<file path="src/rtl/apb_pkg.sv">
// Shared types and constants for the APB timer requester: FSM state encoding,
// default bus widths and the timer peripheral's register map.
package apb_pkg;

   typedef enum logic [1:0] {
      IDLE   = 2'd0,
      SETUP  = 2'd1,
      ACCESS = 2'd2
   } apb_state_e;

   localparam int APB_ADDR_W = 2;
   localparam int APB_DATA_W = 8;

   localparam logic [APB_ADDR_W-1:0] TIMER_ADDR_CTRL = 2'd0;
   localparam logic [APB_ADDR_W-1:0] TIMER_ADDR_LOAD = 2'd1;

endpackage

</file>
<file path="src/rtl/apb_timer_master_if.sv">
// Command/response handshake plus APB bus between the control logic, the
// requester (master modport) and the timer peripheral (slave modport).
interface apb_timer_master_if
   import apb_pkg::*;
#(
   parameter int ADDR_W = APB_ADDR_W,
   parameter int DATA_W = APB_DATA_W
);

   logic              cmd_valid;
   logic              cmd_ready;
   logic              cmd_write;
   logic [ADDR_W-1:0] cmd_addr;
   logic [DATA_W-1:0] cmd_wdata;

   logic              rsp_valid;
   logic [DATA_W-1:0] rsp_rdata;
   logic              rsp_err;

   logic              PSEL;
   logic              PENABLE;
   logic              PWRITE;
   logic [ADDR_W-1:0] PADDR;
   logic [DATA_W-1:0] PWDATA;
   logic [DATA_W-1:0] PRDATA;
   logic              PREADY;
   logic              PSLVERR;

   modport master (
      input  cmd_valid, cmd_write, cmd_addr, cmd_wdata, PRDATA, PREADY, PSLVERR,
      output cmd_ready, rsp_valid, rsp_rdata, rsp_err,
      output PSEL, PENABLE, PWRITE, PADDR, PWDATA
   );

   modport slave (
      output cmd_valid, cmd_write, cmd_addr, cmd_wdata, PRDATA, PREADY, PSLVERR,
      input  cmd_ready, rsp_valid, rsp_rdata, rsp_err,
      input  PSEL, PENABLE, PWRITE, PADDR, PWDATA
   );

endinterface

</file>
<file path="src/rtl/apb_wait_timer.sv">
// ACCESS wait-state counter for the requester's timeout abort. Only compiled
// when APB_TIMEOUT_EN is defined; without it the requester waits forever.
`ifdef APB_TIMEOUT_EN
module apb_wait_timer #(
   parameter int TIMEOUT = 16
) (
   input  logic clk,
   input  logic rst_n,
   input  logic clear,
   input  logic count_en,
   output logic expired
);

   localparam int CNT_W = $clog2(TIMEOUT);
   localparam logic [CNT_W-1:0] LAST = CNT_W'(TIMEOUT - 1);

   logic [CNT_W-1:0] count;

   // Reaching LAST means TIMEOUT-1 stalled cycles have already elapsed.
   always_ff @(posedge clk or negedge rst_n) begin
      if (!rst_n)
         count <= '0;
      else if (clear)
         count <= '0;
      else if (count_en)
         count <= count + CNT_W'(1);
   end

   assign expired = (count == LAST);

endmodule
`endif

</file>
<file path="src/rtl/apb_timer_master.sv">
// APB requester turning valid/ready commands into SETUP/ACCESS transfers.
// Optional wait-state timeout abort enabled by defining APB_TIMEOUT_EN.
module apb_timer_master
   import apb_pkg::*;
#(
   parameter int ADDR_W  = APB_ADDR_W,
   parameter int DATA_W  = APB_DATA_W,
   parameter int TIMEOUT = 16
) (
   input  logic               PCLK,
   input  logic               PRESETn,
   apb_timer_master_if.master bus
);

   apb_state_e        state, state_next;
   logic              psel_q, psel_d;
   logic              penable_q, penable_d;
   logic              pwrite_q, pwrite_d;
   logic [ADDR_W-1:0] paddr_q, paddr_d;
   logic [DATA_W-1:0] pwdata_q, pwdata_d;
   logic              rsp_valid_q, rsp_valid_d;
   logic [DATA_W-1:0] rsp_rdata_q, rsp_rdata_d;
   logic              rsp_err_q, rsp_err_d;
   logic              abort;

   if (TIMEOUT < 2) begin : g_timeout_check
      $error("apb_timer_master: TIMEOUT must be >= 2");
   end

`ifdef APB_TIMEOUT_EN
   logic wait_expired;

   apb_wait_timer #(.TIMEOUT(TIMEOUT)) u_wait_timer (
      .clk      (PCLK),
      .rst_n    (PRESETn),
      .clear    (state == SETUP),
      .count_en (state == ACCESS && !bus.PREADY),
      .expired  (wait_expired)
   );

   assign abort = wait_expired;
`else
   assign abort = 1'b0;
`endif

   always_ff @(posedge PCLK or negedge PRESETn) begin
      if (!PRESETn) begin
         state       <= IDLE;
         psel_q      <= 1'b0;
         penable_q   <= 1'b0;
         pwrite_q    <= 1'b0;
         paddr_q     <= '0;
         pwdata_q    <= '0;
         rsp_valid_q <= 1'b0;
         rsp_rdata_q <= '0;
         rsp_err_q   <= 1'b0;
      end else begin
         state       <= state_next;
         psel_q      <= psel_d;
         penable_q   <= penable_d;
         pwrite_q    <= pwrite_d;
         paddr_q     <= paddr_d;
         pwdata_q    <= pwdata_d;
         rsp_valid_q <= rsp_valid_d;
         rsp_rdata_q <= rsp_rdata_d;
         rsp_err_q   <= rsp_err_d;
      end
   end

   // Address/direction/data only load in IDLE, so they stay put for the whole transfer.
   always_comb begin
      state_next  = state;
      psel_d      = psel_q;
      penable_d   = penable_q;
      pwrite_d    = pwrite_q;
      paddr_d     = paddr_q;
      pwdata_d    = pwdata_q;
      rsp_valid_d = 1'b0;
      rsp_rdata_d = rsp_rdata_q;
      rsp_err_d   = rsp_err_q;
      unique case (state)
         IDLE: begin
            if (bus.cmd_valid) begin
               paddr_d    = bus.cmd_addr;
               pwrite_d   = bus.cmd_write;
               pwdata_d   = bus.cmd_write ? bus.cmd_wdata : '0;
               psel_d     = 1'b1;
               state_next = SETUP;
            end
         end
         SETUP: begin
            penable_d  = 1'b1;
            state_next = ACCESS;
         end
         ACCESS: begin
            if (bus.PREADY) begin
               rsp_rdata_d = pwrite_q ? '0 : bus.PRDATA;
               rsp_err_d   = bus.PSLVERR;
               rsp_valid_d = 1'b1;
               psel_d      = 1'b0;
               penable_d   = 1'b0;
               state_next  = IDLE;
            end else if (abort) begin
               rsp_rdata_d = '0;
               rsp_err_d   = 1'b1;
               rsp_valid_d = 1'b1;
               psel_d      = 1'b0;
               penable_d   = 1'b0;
               state_next  = IDLE;
            end
         end
         default: state_next = IDLE;
      endcase
   end

   assign bus.cmd_ready = (state == IDLE);
   assign bus.rsp_valid = rsp_valid_q;
   assign bus.rsp_rdata = rsp_rdata_q;
   assign bus.rsp_err   = rsp_err_q;
   assign bus.PSEL      = psel_q;
   assign bus.PENABLE   = penable_q;
   assign bus.PWRITE    = pwrite_q;
   assign bus.PADDR     = paddr_q;
   assign bus.PWDATA    = pwdata_q;

endmodule
</file>
<file path="src/flat_wrapper.sv">
// flat-port wrapper written by rule: the top's interface ports become plain ports
module apb_timer_master_flat import apb_pkg::*;
#(
   parameter int ADDR_W  = APB_ADDR_W,
   parameter int DATA_W  = APB_DATA_W,
   parameter int TIMEOUT = 16
)
  (PCLK, PRESETn, bus_cmd_valid, bus_cmd_write, bus_cmd_addr, bus_cmd_wdata, bus_PRDATA, bus_PREADY, bus_PSLVERR, bus_cmd_ready, bus_rsp_valid, bus_rsp_rdata, bus_rsp_err, bus_PSEL, bus_PENABLE, bus_PWRITE, bus_PADDR, bus_PWDATA);
  apb_timer_master_if #(.ADDR_W(ADDR_W), .DATA_W(DATA_W)) bus_i ();
  input  logic PCLK;
  input  logic PRESETn;
  input wire logic [$bits(bus_i.cmd_valid)-1:0] bus_cmd_valid;
  input wire logic [$bits(bus_i.cmd_write)-1:0] bus_cmd_write;
  input wire logic [$bits(bus_i.cmd_addr)-1:0] bus_cmd_addr;
  input wire logic [$bits(bus_i.cmd_wdata)-1:0] bus_cmd_wdata;
  input wire logic [$bits(bus_i.PRDATA)-1:0] bus_PRDATA;
  input wire logic [$bits(bus_i.PREADY)-1:0] bus_PREADY;
  input wire logic [$bits(bus_i.PSLVERR)-1:0] bus_PSLVERR;
  output wire logic [$bits(bus_i.cmd_ready)-1:0] bus_cmd_ready;
  output wire logic [$bits(bus_i.rsp_valid)-1:0] bus_rsp_valid;
  output wire logic [$bits(bus_i.rsp_rdata)-1:0] bus_rsp_rdata;
  output wire logic [$bits(bus_i.rsp_err)-1:0] bus_rsp_err;
  output wire logic [$bits(bus_i.PSEL)-1:0] bus_PSEL;
  output wire logic [$bits(bus_i.PENABLE)-1:0] bus_PENABLE;
  output wire logic [$bits(bus_i.PWRITE)-1:0] bus_PWRITE;
  output wire logic [$bits(bus_i.PADDR)-1:0] bus_PADDR;
  output wire logic [$bits(bus_i.PWDATA)-1:0] bus_PWDATA;
  assign bus_i.cmd_valid = bus_cmd_valid;
  assign bus_i.cmd_write = bus_cmd_write;
  assign bus_i.cmd_addr = bus_cmd_addr;
  assign bus_i.cmd_wdata = bus_cmd_wdata;
  assign bus_i.PRDATA = bus_PRDATA;
  assign bus_i.PREADY = bus_PREADY;
  assign bus_i.PSLVERR = bus_PSLVERR;
  assign bus_cmd_ready = bus_i.cmd_ready;
  assign bus_rsp_valid = bus_i.rsp_valid;
  assign bus_rsp_rdata = bus_i.rsp_rdata;
  assign bus_rsp_err = bus_i.rsp_err;
  assign bus_PSEL = bus_i.PSEL;
  assign bus_PENABLE = bus_i.PENABLE;
  assign bus_PWRITE = bus_i.PWRITE;
  assign bus_PADDR = bus_i.PADDR;
  assign bus_PWDATA = bus_i.PWDATA;
  apb_timer_master #(.ADDR_W(ADDR_W), .DATA_W(DATA_W), .TIMEOUT(TIMEOUT)) u_core (.PCLK(PCLK), .PRESETn(PRESETn), .bus(bus_i));
endmodule
</file>
<file path="config.mk">
export PLATFORM = sky130hd
export DESIGN_NAME = apb_timer_master_flat
export DESIGN_NICKNAME = d
export VERILOG_FILES = /design/src/rtl/apb_pkg.sv /design/src/rtl/apb_timer_master_if.sv /design/src/rtl/apb_wait_timer.sv /design/src/rtl/apb_timer_master.sv /design/src/flat_wrapper.sv
export SDC_FILE = /design/constraint.sdc
export NUM_CORES = 1
export LEC_CHECK = 0
export ABC_AREA = 1
export CORE_MARGIN = 4
export CORE_UTILIZATION = 43
export CTS_BUF_LIST = sky130_fd_sc_hd__clkbuf_8
export DETAILED_ROUTE_END_ITERATION = 8
export PLACE_DENSITY_LB_ADDON = 0.2
export SYNTH_ARGS = -nofsm -noshare
export SYNTH_HDL_FRONTEND = slang
export SYNTH_SLANG_ARGS = --single-unit
</file>
<file path="constraint.sdc">
create_clock -name PCLK -period 1.26 [get_ports PCLK]
set_input_delay 0.252 -clock PCLK [delete_from_list [all_inputs] [get_ports PCLK]]
set_output_delay 0.252 -clock PCLK [all_outputs]
set_load 0.03 [all_outputs]
</file>
**Word-level counts from Yosys, hierarchy flattened**

Cells that the tools add are included.

- Bits in registers: 25
- Bits of input ports: 24
- Output and inout bits: 24
- Logic and storage cells: 32

- Equal/unequal tests: 4
- Mux-type cells: 11
- Reduce and logical (&&, ||, !) cells: 8

Operators with widths:

| operator | number |
|---|---|
| $mux W8 | 2 |
| $reduce_and A2 Y1 | 4 |
| $pmux W2 S3 | 1 |
| $mux W1 | 4 |
| $mux W2 | 2 |
| $ne A2 B2 Y1 const B | 2 |
| $pmux W1 S2 | 2 |
| $reduce_bool A2 Y1 | 2 |
| $reduce_and A3 Y1 | 1 |
| $eq A2 B1 Y1 const B | 1 |
| $eq A2 B2 Y1 const B | 1 |
| $logic_not A2 Y1 | 1 |

**Depth between registers and ports, before layout**

Gate-level depths: netlist of run 1.

- Word-level depth: 3
- Mapped depth: 5
- Depth with buffers taken out: 4

**Worst setup path before layout of run 1**

OpenSTA, ideal clock, no wires.

- Kind: reg2reg
- From: register u_core.pwrite_q (netlist: u_core.bus.PWRITE)
- To: register u_core.rsp_rdata_q[0] (netlist: u_core.bus.rsp_rdata[0])
- Library setup time: 0.117 ns
- Data arrival time: 0.960 ns
- Required time: 1.143 ns
- Setup slack: 0.183 ns
- Cell stages (with the launch flop): 5
- Buffers on the path: 1
- Period minus slack after synthesis: 1.077 ns
- Path through: dfrtp_1 clkbuf_1 nor2_1 nand3_1 nand2_1

- Cells in the longest elaborated chain, start to end: 1

Ends and longest elaborated chain:

| what | line | text |
|---|---|---|
| from (decl) | apb_timer_master.sv:18 | `logic pwrite_q, pwrite_d;` |
| from (signal assigned) | apb_timer_master.sv:61 | `pwrite_q <= pwrite_d;` |
| $mux W8 | apb_timer_master.sv:97 | `rsp_rdata_d = pwrite_q ? '0 : bus.PRDATA;` |
| to (signal assigned) | apb_timer_master.sv:65 | `rsp_rdata_q <= rsp_rdata_d;` |
| to (decl) | apb_timer_master.sv:22 | `logic [DATA_W-1:0] rsp_rdata_q, rsp_rdata_d;` |

No other way between the ends.
A chain may end at the register's enable or synchronous reset.

**Worst setup path after layout of run 1**

- From: register u_core.state[0]
- To: output bus_cmd_ready

- Cells in the longest elaborated chain, start to end: 1

Ends and longest elaborated chain:

| what | line | text |
|---|---|---|
| from (decl) | apb_timer_master.sv:15 | `apb_state_e state, state_next;` |
| from (signal assigned) | apb_timer_master.sv:58 | `state <= state_next;` |
| $logic_not A2 Y1 | apb_timer_master.sv:116 | `assign bus.cmd_ready = (state == IDLE);` |
| to (decl) | flat_wrapper.sv:19 | `output wire logic [$bits(bus_i.cmd_ready)-1:0] bus_cmd_ready;` |

No other way between the ends.

==> results of run 1 <==
==> sequential cells by signal, indices dropped and copies added (netlist names), 2 cells and up <==
| register | flops |
|---|---|
| u_core.bus.PADDR | 2 |
| u_core.bus.PWDATA | 8 |
| u_core.bus.rsp_rdata | 8 |
| u_core.state | 2 |
==> final cells by class <==
type                       instances  area share, %
inverter                          20           4.54
clock buffer                       3           2.50
sequential                        25           38.0
timing repair buffer              55           29.3
multi-input combinational         87           23.1
clock inverter                     1          0.303
tap                               30           2.27
==> cells by family after synthesis <==
family / after synthesis / synth area share (%)
AOI/OAI and AO/OA: 1 / 0.441
buffers and inverters: 27 / 11.2
DFF: 25 / 55.1
and+or+nand+nor: 86 / 33.2
==> worst max-delay path: stages, from the launching register on <==
cell and delay [ns]:
dfrtp_2 0.43, nor2_4 0.14, buf_6 0.14
==> stage by stage <==
| stage | setup TNS (ns) | hold slack, ns | setup WS (ns) |
|---|---|---|---|
| finish | 0 | 0.338 | 0.0412 |
| global route | -0.00420 | 0.342 | -0.00420 |
| CTS | 0 | 0.337 | 0.0165 |
| detailed placement | -0.369 | 0.460 | -0.0496 |
| global placement | 0 | 0.456 | 0.00870 |
| floorplan | 0 | -0.0436 | 0.183 |
==> path summary, 6_finish.rpt <==
check	from	end	slack [ns]	depth (start not counted)
setup / recovery	u_core.state[0]	bus_cmd_ready	0.04	2
hold / removal	PRESETn	u_core.bus.rsp_rdata[0]	0.34	2
setup reg to reg	u_core.state[0]	u_core.bus.rsp_rdata[3]	0.11	5
hold reg to reg	u_core.bus.PWDATA[7]	u_core.bus.PWDATA[7]	0.48	2
max in group asynchronous	PRESETn	u_core.state[0]	0.76	2
min in group PCLK	u_core.bus.PWDATA[7]	u_core.bus.PWDATA[7]	0.48	2
==> power breakdown <==
group	switching (mW)	total (mW)	leakage [nW]	internal (mW)
sequential	0.253	1.42	0.313	1.16
combinational	1.34	2.16	0.619	0.818
clock	0.236	0.457	0.0255	0.221
==> routing by layer <==
layer / track usage, % / part of all wire, %
met5: 0 / 0
met4: 6.80 / 1.3
met3: 3.05 / 9.4
met2: 26.8 / 47
met1: 18.7 / 43
==> cells in the mapped netlist (all sizes together) <==
cell	instances
nor2	10
clkbuf	1
dfrtp	25
nand2	55
inv	20
o21ai	1
nand3	21
buf	6
==> what timing repair did <==
action | in CTS | in global routing
pin swaps | 1 | 1
endpoints found under the setup margin | 3 | 2
buffers inserted | 3 | 0
resized for setup | 4 | 3
==> reports/results.ini, run 1 <==
[global_route]
grt_max_degree = 26
grt_usage_pct = 15.6
first_global_vias = 1006
grt_pass1_wl_mm = 4.17
antenna_found_initial = 0
grt_overflow = 0

[power_and_ir_drop]
p_leak_nw = 0.958
fin_total_pwr_mw = 4.03
vdd_drop_max_mv = 1.43
pwr_density_cell_nw_per_um2 = 2440

[timing]
period_share_pct = 96.7
tightest_slew_ns = 0.287
fin_crit_ns = 1.22
drv_slew = 0
hold_violations = 0
setup_viol = 0
max_clock_freq_mhz = 820
skew_ns = 0.00356
rsz0062_at_grt = true
slew_headroom_pct = 80.8

[placement]
place.gp.congestion = 0.771
portBuffers = 47
post_dp_cell_area_um2 = 1580
dp_hpwl_mm = 1.89
dp.cells = 214

[yosys]
synth_area_um2 = 1130
syn_inst = 139
synth_area_leader_cell = dfrtp_1
ys_types = 13
ys_warn_count = 0
syn_nets = 163
syn_area_per_cell_um2 = 8.16
ys_ff_latch = 25
seq_area_frac_synth_pct = 55.1
synth.area.top_cells = dfrtp_1, nand2_1, nand3_1
synth_top_cell_area_share_pct = 55.1

[drt]
wl_mm = 2.51
vias_per_cell = 4.69
wl_per_cell_um = 11.4
dr.pass1.iters = 4
drtAntennaViolNets = 0
initialDrtViolationCount = 37
vias = 1037
remaining_drc_errors = 0

[final_layout]
fin_cells = 221
design_area_um2 = 1650
multiInputGateArea_um2 = 382
final-seq-area_um2 = 629
fin_util_pct = 66.2
antenna_cells = 0
final_common_cell = nand2_1
drive_gt1_share_pct = 23.0
areaGrowthSynthToFinish_pct = 45.8
num-fill-cells = 216
fin_nets = 216
most-common-layout-cells = nand2_1, buf_4, clkdlybuf4s50_1

[floorplan]
dieHeight_um = 59.4
core_area_um2 = 2500
chipWidth_um = 59.4
num_rows = 18
die_area_um2 = 3520
start_util_pct = 45.4
ios = 48

[clock_network]
cts_tree = yes
cts.clk_slew.worst_paths_ns = 0.08
clock_path_buffers = 2
worstSkewPairLatency_ns = 0.26
cts_buffers = 3
clkSinkCount = 25
cts-root-buf = clkbuf_8
cts_hold_buffers = 0
h-tree-depth = 1

[min_path]
hold_path.class = primary input to asynchronous set/reset pin

[worst_setup_path]
worstPathRequired_ns = 1.01
cp-start-kind = register
cp_max_fo = 2
cp-end-kind = output pin
criticalPathCategory = register to output pin
crit_arrival_ns = 0.97

[run]
cap_violations = 0

[outcome]
outcome = completed

No activity file was read; power rests on OpenSTA's default activity.
==> run 2: changes to the inputs <==
Settings changed: CORE_MARGIN 4 to 5, TNS_END_PERCENT set to 50.
==> run 2 against run 1 <==
The run now ends with negative setup slack left. Flip-flop and latch count is the same. Clock skew grew 0.0025 ns. Design area grew 0.38%. Register-to-register slack lost 0.07 ns. Worst setup slack lost 0.068 ns. Hold slack is essentially flat. Combinational power is essentially flat. Cell count is the same. First-iteration DRC count shrank 30%. Highest routed layer unchanged.
==> reports/results.ini, run 2 (synthesis results as in run 1) <==
[final_layout]
fin_cells = 221  ; unchanged
final_common_cell = nand2_1  ; unchanged
most-common-layout-cells = nand2_1, buf_4, clkdlybuf4s50_1  ; unchanged
final-seq-area_um2 = 629  ; unchanged
antenna_cells = 0  ; unchanged
drive_gt1_share_pct = 22.5  ; was 23.0%
multiInputGateArea_um2 = 384  ; was 382 um^2
num-fill-cells = 213  ; was 216
areaGrowthSynthToFinish_pct = 46.3  ; was 45.8%
fin_nets = 216  ; unchanged

[drt]
drtAntennaViolNets = 0  ; unchanged
dr.pass1.iters = 4  ; unchanged
vias = 1025  ; was 1,037
vias_per_cell = 4.64  ; was 4.69
wl_mm = 2.62  ; was 2.51 mm
initialDrtViolationCount = 26  ; was 37
wl_per_cell_um = 11.8  ; was 11.4 um
remaining_drc_errors = 0  ; unchanged

[clock_network]
cts.clk_slew.worst_paths_ns = 0.09  ; was 0.08 ns
cts_tree = yes  ; unchanged
h-tree-depth = 1  ; unchanged
cts_hold_buffers = 0  ; unchanged
cts-root-buf = clkbuf_8  ; unchanged
worstSkewPairLatency_ns = 0.26  ; about the same
clkSinkCount = 25  ; unchanged
clock_path_buffers = 2  ; unchanged
cts_buffers = 3  ; unchanged

[power_and_ir_drop]
swShare_pct = 45.3  ; was 45.4%
pwr_density_cell_nw_per_um2 = 2440  ; about the same
p_seq_share_pct = 35.6  ; was 35.1%
p_int_mw = 2.22  ; was 2.20 mW
clockPowerShare_pct = 11.2  ; was 11.3%
p_leak_nw = 0.959  ; was 0.958 nW
p_comb_share_pct = 53.2  ; was 53.5%
vdd_drop_max_mv = 1.82  ; was 1.43 mV
switching_power_mw = 1.84  ; was 1.83 mW

[placement]
post-place-ws_ns = -0.0168  ; was -0.0496 ns
portBuffers = 47  ; unchanged
place.gp.congestion = 0.772  ; was 0.771
dp_hpwl_mm = 1.96  ; was 1.89 mm
dp.cells = 214  ; unchanged

[outcome]
violations = negative setup slack
outcome = finished with violations  ; was completed

[floorplan]
num_rows = 18  ; unchanged
chipWidth_um = 61.4  ; was 59.4 um
start_util_pct = 45.4  ; unchanged
dieHeight_um = 61.4  ; was 59.4 um
ios = 48  ; unchanged
core_area_um2 = 2500  ; unchanged
die_area_um2 = 3770  ; was 3520 um^2

[global_route]
first_global_vias = 1012  ; was 1,006
grt_use_met1_pct = 19.5  ; was 18.7%
grt_busiest_layer = met2  ; unchanged
met3_usage_pct = 3.35  ; was 3.05%
antenna_found_initial = 0  ; unchanged
grtUsageMet2_pct = 24.9  ; was 26.8%
grt_usage_pct = 14.7  ; was 15.6%
grt_max_degree = 26  ; unchanged
grt_overflow = 0  ; unchanged
grt_pass1_wl_mm = 4.24  ; was 4.17 mm

[worst_setup_path]
cp-start-kind = register  ; unchanged
cp-end-kind = output pin  ; unchanged
cp_max_fo = 4  ; was 2
criticalPathCategory = register to output pin  ; unchanged
worstPathRequired_ns = 1.01  ; about the same
crit_arrival_ns = 1.03  ; was 0.97 ns

[timing]
fin_ws_ns = -0.0269  ; was 0.0412 ns
setup_viol = 1  ; was 0
skew_ns = 0.00602  ; was 0.00356 ns
period_share_pct = 102  ; was 96.7%
max_clock_freq_mhz = 777  ; was 820 MHz
tightest_slew_ns = 0.298  ; was 0.287 ns
hold_ws_ns = 0.338  ; about the same
hold_violations = 0  ; unchanged
fin_crit_ns = 1.29  ; was 1.22 ns
rsz0062_at_grt = true  ; unchanged
drv_slew = 0  ; unchanged
slew_headroom_pct = 80.2  ; was 80.8%

[run]
cap_violations = 0  ; unchanged

[min_path]
hold_path.class = primary input to asynchronous set/reset pin  ; unchanged

[run 2: critical path: stages, from the launching register on]
cell and delay, ns:
dfrtp_2 0.47, nor2_4 0.16, buf_6 0.15
[run 2: final timing paths]
kind / startpoint / end / slack [ns] / depth (start not counted)
max: u_core.state[0] / bus_cmd_ready / -0.03 / 2
min: PRESETn / u_core.bus.rsp_rdata[7] / 0.34 / 2
max reg2reg: u_core.state[0] / u_core.bus.PWDATA[3] / 0.04 / 6
min reg2reg: u_core.bus.PADDR[0] / u_core.bus.PADDR[0] / 0.48 / 2
max in group asynchronous: PRESETn / u_core.bus.PWRITE / 0.76 / 2
min in group PCLK: u_core.bus.PADDR[0] / u_core.bus.PADDR[0] / 0.48 / 2
[run 2: power groups by stage]
stage / Clock [mW] / Sequential, mW / Combinational, mW
final: 0.454 / 1.44 / 2.16
after global routing: 0.507 / 1.50 / 2.33
after CTS: 0.466 / 1.44 / 2.10
after detailed placement: 0 / 1.44 / 2.08
after global placement: 0 / 1.43 / 2.04
after floorplan: 0 / 2.03 / 0.706
[run 2: layout make-up]
class | instances | area share [%]
Clock buffer | 3 | 2.49
Clock inverter | 1 | 0.226
Inverter | 20 | 4.52
Multi-Input combinational cell | 87 | 23.1
Sequential cell | 25 | 37.9
Tap cell | 30 | 2.26
Timing Repair Buffer | 55 | 29.5
[run 2: through the flow]
step	utilization (%)	total power [mW]	area, um^2	TNS (ns)
3_3_place_gp	63.3	3.47	1580	0
5_1_grt	66.4	4.33	1660	-0.117
3_5_place_dp	63.3	3.52	1580	-0.0552
6_report	66.4	4.05	1660	-0.0269
4_1_cts	65.4	4.00	1630	-0.121
2_1_floorplan	-	2.73	1130	0
[run 2: what timing repair did]
item	in CTS	in global routing
resized for setup	5	2
gates cloned	0	0
setup buffers	0	3
endpoints found under the hold margin	0	0
setup endpoints to repair	3	2
pin swaps	1	1
[run 2: metal layers]
layer  wire (um)  vias to the layer above  part of all wire (%)
li1            -                      518                     -
met1        1170                      465                    45
met2        1190                       40                    45
met3         254                        2                   9.7
met4           5                        0                  0.19
met5           0                        -                     0
==> run 3: changes to the inputs <==
Settings changed: GPL_ROUTABILITY_DRIVEN set to 0.
==> results of run 3 <==
Same layout as run 2: the final DEF is identical, and so are final timing and power.
